==> config.mk <==
export PLATFORM = sky130hd
export DESIGN_NAME = stc_abuffer_ctrl
export DESIGN_NICKNAME = d
export VERILOG_FILES = /design/src/rtl/stc_abuffer_ctrl.sv
export SDC_FILE = /design/constraint.sdc
export NUM_CORES = 1
export LEC_CHECK = 0
export BUFFER_PORTS_ARGS = -buffer_cell sky130_fd_sc_hd__buf_4
export CORE_ASPECT_RATIO = 1.4
export CORE_MARGIN = 4
export CORE_UTILIZATION = 53
export DETAILED_ROUTE_END_ITERATION = 8
export PLACE_DENSITY_LB_ADDON = 0.1
export SLEW_MARGIN = 0
export SYNTH_ARGS = -nofsm -noshare
export SYNTH_HDL_FRONTEND = slang
export SYNTH_SLANG_ARGS = --single-unit
==> constraint.sdc <==
create_clock -name clk_i -period 3.35 [get_ports clk_i]
set_input_delay 0.67 -clock clk_i [delete_from_list [all_inputs] [get_ports clk_i]]
set_output_delay 0.67 -clock clk_i [all_outputs]
set_load 0.02 [all_outputs]
==> src/rtl/stc_abuffer_ctrl.sv <==
// Sequencer for the sparse tensor core A buffer: loads M data rows, then M column-index
// rows, then streams the nnz compressed entries out four lanes per beat.
module stc_abuffer_ctrl #(
    parameter int M      = 16,
    parameter int DW_COL = 4,
    parameter int DW_PTR = 8,
    parameter int LANES  = 4
) (
    input  logic                      clk_i,
    input  logic                      reset_i,
    input  logic                      start_i,
    input  logic                      reload_i,
    input  logic [DW_PTR:0]           nnz_i,
    input  logic                      row_valid_i,
    output logic                      row_ready_o,
    output logic                      write_data_en_o,
    output logic                      write_cidx_en_o,
    output logic [DW_COL-1:0]         idx_o,
    output logic [DW_PTR*LANES-1:0]   ptrs_o,
    output logic                      out_valid_o,
    output logic [LANES-1:0]          out_mask_o,
    input  logic                      out_ready_i,
    output logic                      busy_o,
    output logic                      done_o
);

    typedef enum logic [2:0] {
        IDLE,
        LD_DATA,
        LD_CIDX,
        STREAM,
        DONE
    } state_t;

    state_t            state_q;
    logic [DW_COL-1:0] idx_q;
    logic [DW_PTR:0]   base_q;
    logic [DW_PTR:0]   nnz_q;
    logic [DW_PTR:0]   baseNext_d;
    logic [DW_PTR:0]   laneIdx_d [LANES];

    assign baseNext_d = base_q + (DW_PTR+1)'(LANES);

    // base is one bit wider than a ptr lane so a full 256-entry stream ends without wrapping
    always_ff @(posedge clk_i) begin
        if (reset_i) begin
            state_q <= IDLE;
            idx_q   <= '0;
            base_q  <= '0;
            nnz_q   <= '0;
        end else begin
            case (state_q)
                IDLE: begin
                    if (start_i) begin
                        nnz_q  <= nnz_i;
                        base_q <= '0;
                        idx_q  <= '0;
                        if (reload_i)
                            state_q <= LD_DATA;
                        else if (nnz_i != '0)
                            state_q <= STREAM;
                        else
                            state_q <= DONE;
                    end
                end
                LD_DATA: begin
                    if (row_valid_i) begin
                        if (idx_q == DW_COL'(M-1)) begin
                            idx_q   <= '0;
                            state_q <= LD_CIDX;
                        end else begin
                            idx_q <= idx_q + 1'b1;
                        end
                    end
                end
                LD_CIDX: begin
                    if (row_valid_i) begin
                        if (idx_q == DW_COL'(M-1)) begin
                            idx_q   <= '0;
                            state_q <= (nnz_q != '0) ? STREAM : DONE;
                        end else begin
                            idx_q <= idx_q + 1'b1;
                        end
                    end
                end
                STREAM: begin
                    if (out_ready_i) begin
                        base_q <= baseNext_d;
                        if (baseNext_d >= nnz_q)
                            state_q <= DONE;
                    end
                end
                DONE: begin
                    state_q <= IDLE;
                end
                default: begin
                    state_q <= IDLE;
                end
            endcase
        end
    end

    // Lanes past nnz are masked off and park their pointer at 0
    always_comb begin
        ptrs_o     = '0;
        out_mask_o = '0;
        for (int j = 0; j < LANES; j++) begin
            laneIdx_d[j] = base_q + (DW_PTR+1)'(j);
            if (state_q == STREAM && laneIdx_d[j] < nnz_q) begin
                out_mask_o[j]                = 1'b1;
                ptrs_o[j*DW_PTR +: DW_PTR]   = laneIdx_d[j][DW_PTR-1:0];
            end
        end
    end

    assign row_ready_o     = (state_q == LD_DATA) || (state_q == LD_CIDX);
    assign write_data_en_o = (state_q == LD_DATA) && row_valid_i;
    assign write_cidx_en_o = (state_q == LD_CIDX) && row_valid_i;
    assign idx_o           = idx_q;
    assign out_valid_o     = (state_q == STREAM);
    assign busy_o          = (state_q != IDLE);
    assign done_o          = (state_q == DONE);

endmodule
==> impl_metrics.tcl <==
set metrics [dict create \
    period_minus_slack_ns 3.12 \
    status "finished clean" \
    synth_cell_type_count 51 \
    arrival_ns 2.45 \
    core_mm2 0.00392 \
    postCtsSetupRepairBufs 0 \
    ctsResizeCount 0 \
    vias 2172 \
    synth_async_sr_flop_share 0 \
    synth-simple-area-share 0.316 \
    period_share 0.930 \
    cts-htree-levels 1 \
    max_slew_margin 0.499 \
    drc_errors 0 \
    setup_viol 0 \
    cts_tree "done" \
    die_w_um 61.6 \
    slew_viol_final 0 \
    synth.area.mux_share 0.0188 \
    area_growth_pct 19.7 \
    synth_compound_area_frac 0.177 \
    finalHoldViolations 0 \
    synth_area_mm2 0.00213 \
    io_pins 61 \
    max_slew.worst_pin.slew_ns 0.742 \
    grt_pass1_vias 2063 \
    synth_xor_area_frac 0.0246 \
    grt-ovfl-total 0 \
    drt_iter0_markers 44 \
    diodes 0 \
    antenna_found_initial 0 \
    rows 27 \
    fmax_ghz 0.321 \
    globalplace.congestion 0.872 \
    crit_required_ns 2.68 \
    rsz0062_at_grt "false" \
    skew_ns 0.00107 \
    cp-start-kind "register" \
    portBuffers 56 \
    dpl-instance-area_mm2 0.00251 \
    end_kind "output pin" \
    r2r_slack_ns 0.42 \
    first_pass_iters 4 \
    final_area_mm2 0.00255 \
    setup_tns_ns 0 \
    syn_inst 286 \
    synth_top_family_by_area "simple AND/OR/NAND/NOR gates" \
    grt_start_max_net_pins 23 \
    cts.sinks 23 \
    cts_buffer_depth 2 \
    synth_edf_count 0 \
    dp_hpwl_um 4680 \
    min_path_type "register to register" \
    peakVddDrop_uv 363 \
    die_h_um 83.0 \
    ys_warn_count 0 \
    via_per_inst 5.87 \
    cts_inserted_buffers 3 \
    final_nets 370 \
    synth-seq-area-share 0.216 \
    path_clk_slew_ns 0.08 \
    crit_type "register to output pin" \
    synth_seq_cells 23 \
    dieArea_mm2 0.00512 \
    wirelength_um 5780 \
    critPathMaxFanout 10 \
    power.density_mw_per_mm2 475 \
    maxCapViolations 0 \
    grt_use_total 0.231 \
    p_leak_uw 0.00115 \
    grt_first_pass_wirelength_um 9320 \
    clk_latency_ns 0.26 \
    syn_avg_cell_area_um2 7.45 \
    drive_gt1_frac 0.214 \
    totalPowerFinal_uw 1210 \
    ctsHoldBuffers 0 \
    postRouteAntennaNets 0 \
    initial_core_util 0.544 \
    wire_per_inst_um 15.6 \
    synth_fa_ha_area_frac 0.158 \
    synth_flop_cell "dfxtp_1" \
    root_buffer "clkbuf_8" \
    fill_cells 377 \
]
-- final cells by class --
type                    count  area [um2]  area share
multi-input cells         227        1500       0.586
flip-flops and latches     23         460       0.180
repair buffers             59         443       0.174
well taps                  43        53.8      0.0211
inverters                  14        52.6      0.0206
clock buffers               3        41.3      0.0162
clock inverters             1        5.00     0.00196
-- report_power, final --
group / internal (uW) / total (uW) / switching, uW
logic: 270 / 673 / 403
registers: 311 / 365 / 54.6
clock network: 83.0 / 174 / 91.0
total: 664 / 1210 / 548
-- layout by cell type (no fill, tap or decap), types with 6 or more instances in the layout --
cell type,netlist,routed
a21oi_1,23,23
and2_1,9,9
and3_1,7,7
buf_4,6,59
dfxtp_1,23,23
ha_1,27,27
inv_1,13,13
nand2_1,33,33
nand3_1,6,6
nand4_1,6,6
nor2_1,32,32
nor2b_1,7,7
nor3_1,6,6
nor3b_1,6,6
o21a_1,6,6
-- flip-flops by register name, summed over array words and instances, names as in the netlist --
signal	flops
base_q	7
idx_o	4
state_q	3
nnz_q	9
-- cell usage after synthesis (3+ instances only) --
master     n  area share
a21oi_1   23       0.054
a22oi_1    4       0.014
and2_1     9       0.026
and3_1     7       0.021
buf_4      6       0.021
clkbuf_1  15       0.026
dfxtp_1   23        0.22
ha_1      27        0.16
inv_1     13       0.023
mux2i_1    4       0.019
nand2_1   33       0.058
nand3_1    6       0.014
nand4_1    6       0.018
nor2_1    32       0.056
nor2b_1    7       0.021
nor3_1     6       0.014
nor3b_1    6       0.021
o211ai_1   3       0.011
o21a_1     6       0.021
o21ai_0    3      0.0070
o21ai_1    4      0.0094
xnor2_1    4       0.016
-- critical path: stages (launching register included) --
cell and delay, ns:
dfxtp_1 0.54, ha_1 0.32, nor2b_1 0.15, o21a_1 0.18
o21ai_1 0.19, a41oi_1 0.38, nor2b_1 0.25, buf_4 0.17
-- final timing paths --
path	endpoint	from	depth (start not counted)
hold / removal	nnz_q[6]	nnz_q[6]	2
setup reg to reg	state_q[1]	base_q[3]	10
hold reg to reg	nnz_q[6]	nnz_q[6]	2
setup / recovery	out_mask_o[3]	base_q[2]	7
-- stage by stage --
stage	worst slack [ns]	hold slack (ns)	utilization	instances
floorplan	0.609	0.436	-	289
global placement	0.550	0.445	0.640	366
detailed placement	0.466	0.451	0.640	366
CTS	0.236	0.463	0.651	370
global route	0.0508	0.496	0.651	370
finish	0.233	0.465	0.651	370
-- per-layer routing --
metal,share of wire,GRT usage,wire length (um),up-vias
met5,0,0,0,-
met4,0.037,0.0946,214,0
met3,0.054,0.0358,315,20
met2,0.53,0.420,3060,72
met1,0.38,0.249,2200,1004
li1,-,-,-,1076
-- kinds of logic (layout without fill, tap and decap cells) --
| family | Yosys count | in the layout |
|---|---|---|
| and+or+nand+nor | 129 | 129 |
| AOI/OAI and AO/OA | 57 | 57 |
| buffers and inverters | 39 | 77 |
| adders and majority gates | 27 | 27 |
| DFF | 23 | 23 |
| xor gates and xnor gates | 6 | 6 |
| muxes | 4 | 4 |
| other | 1 | 4 |
Power figures use the tool's default switching activity.
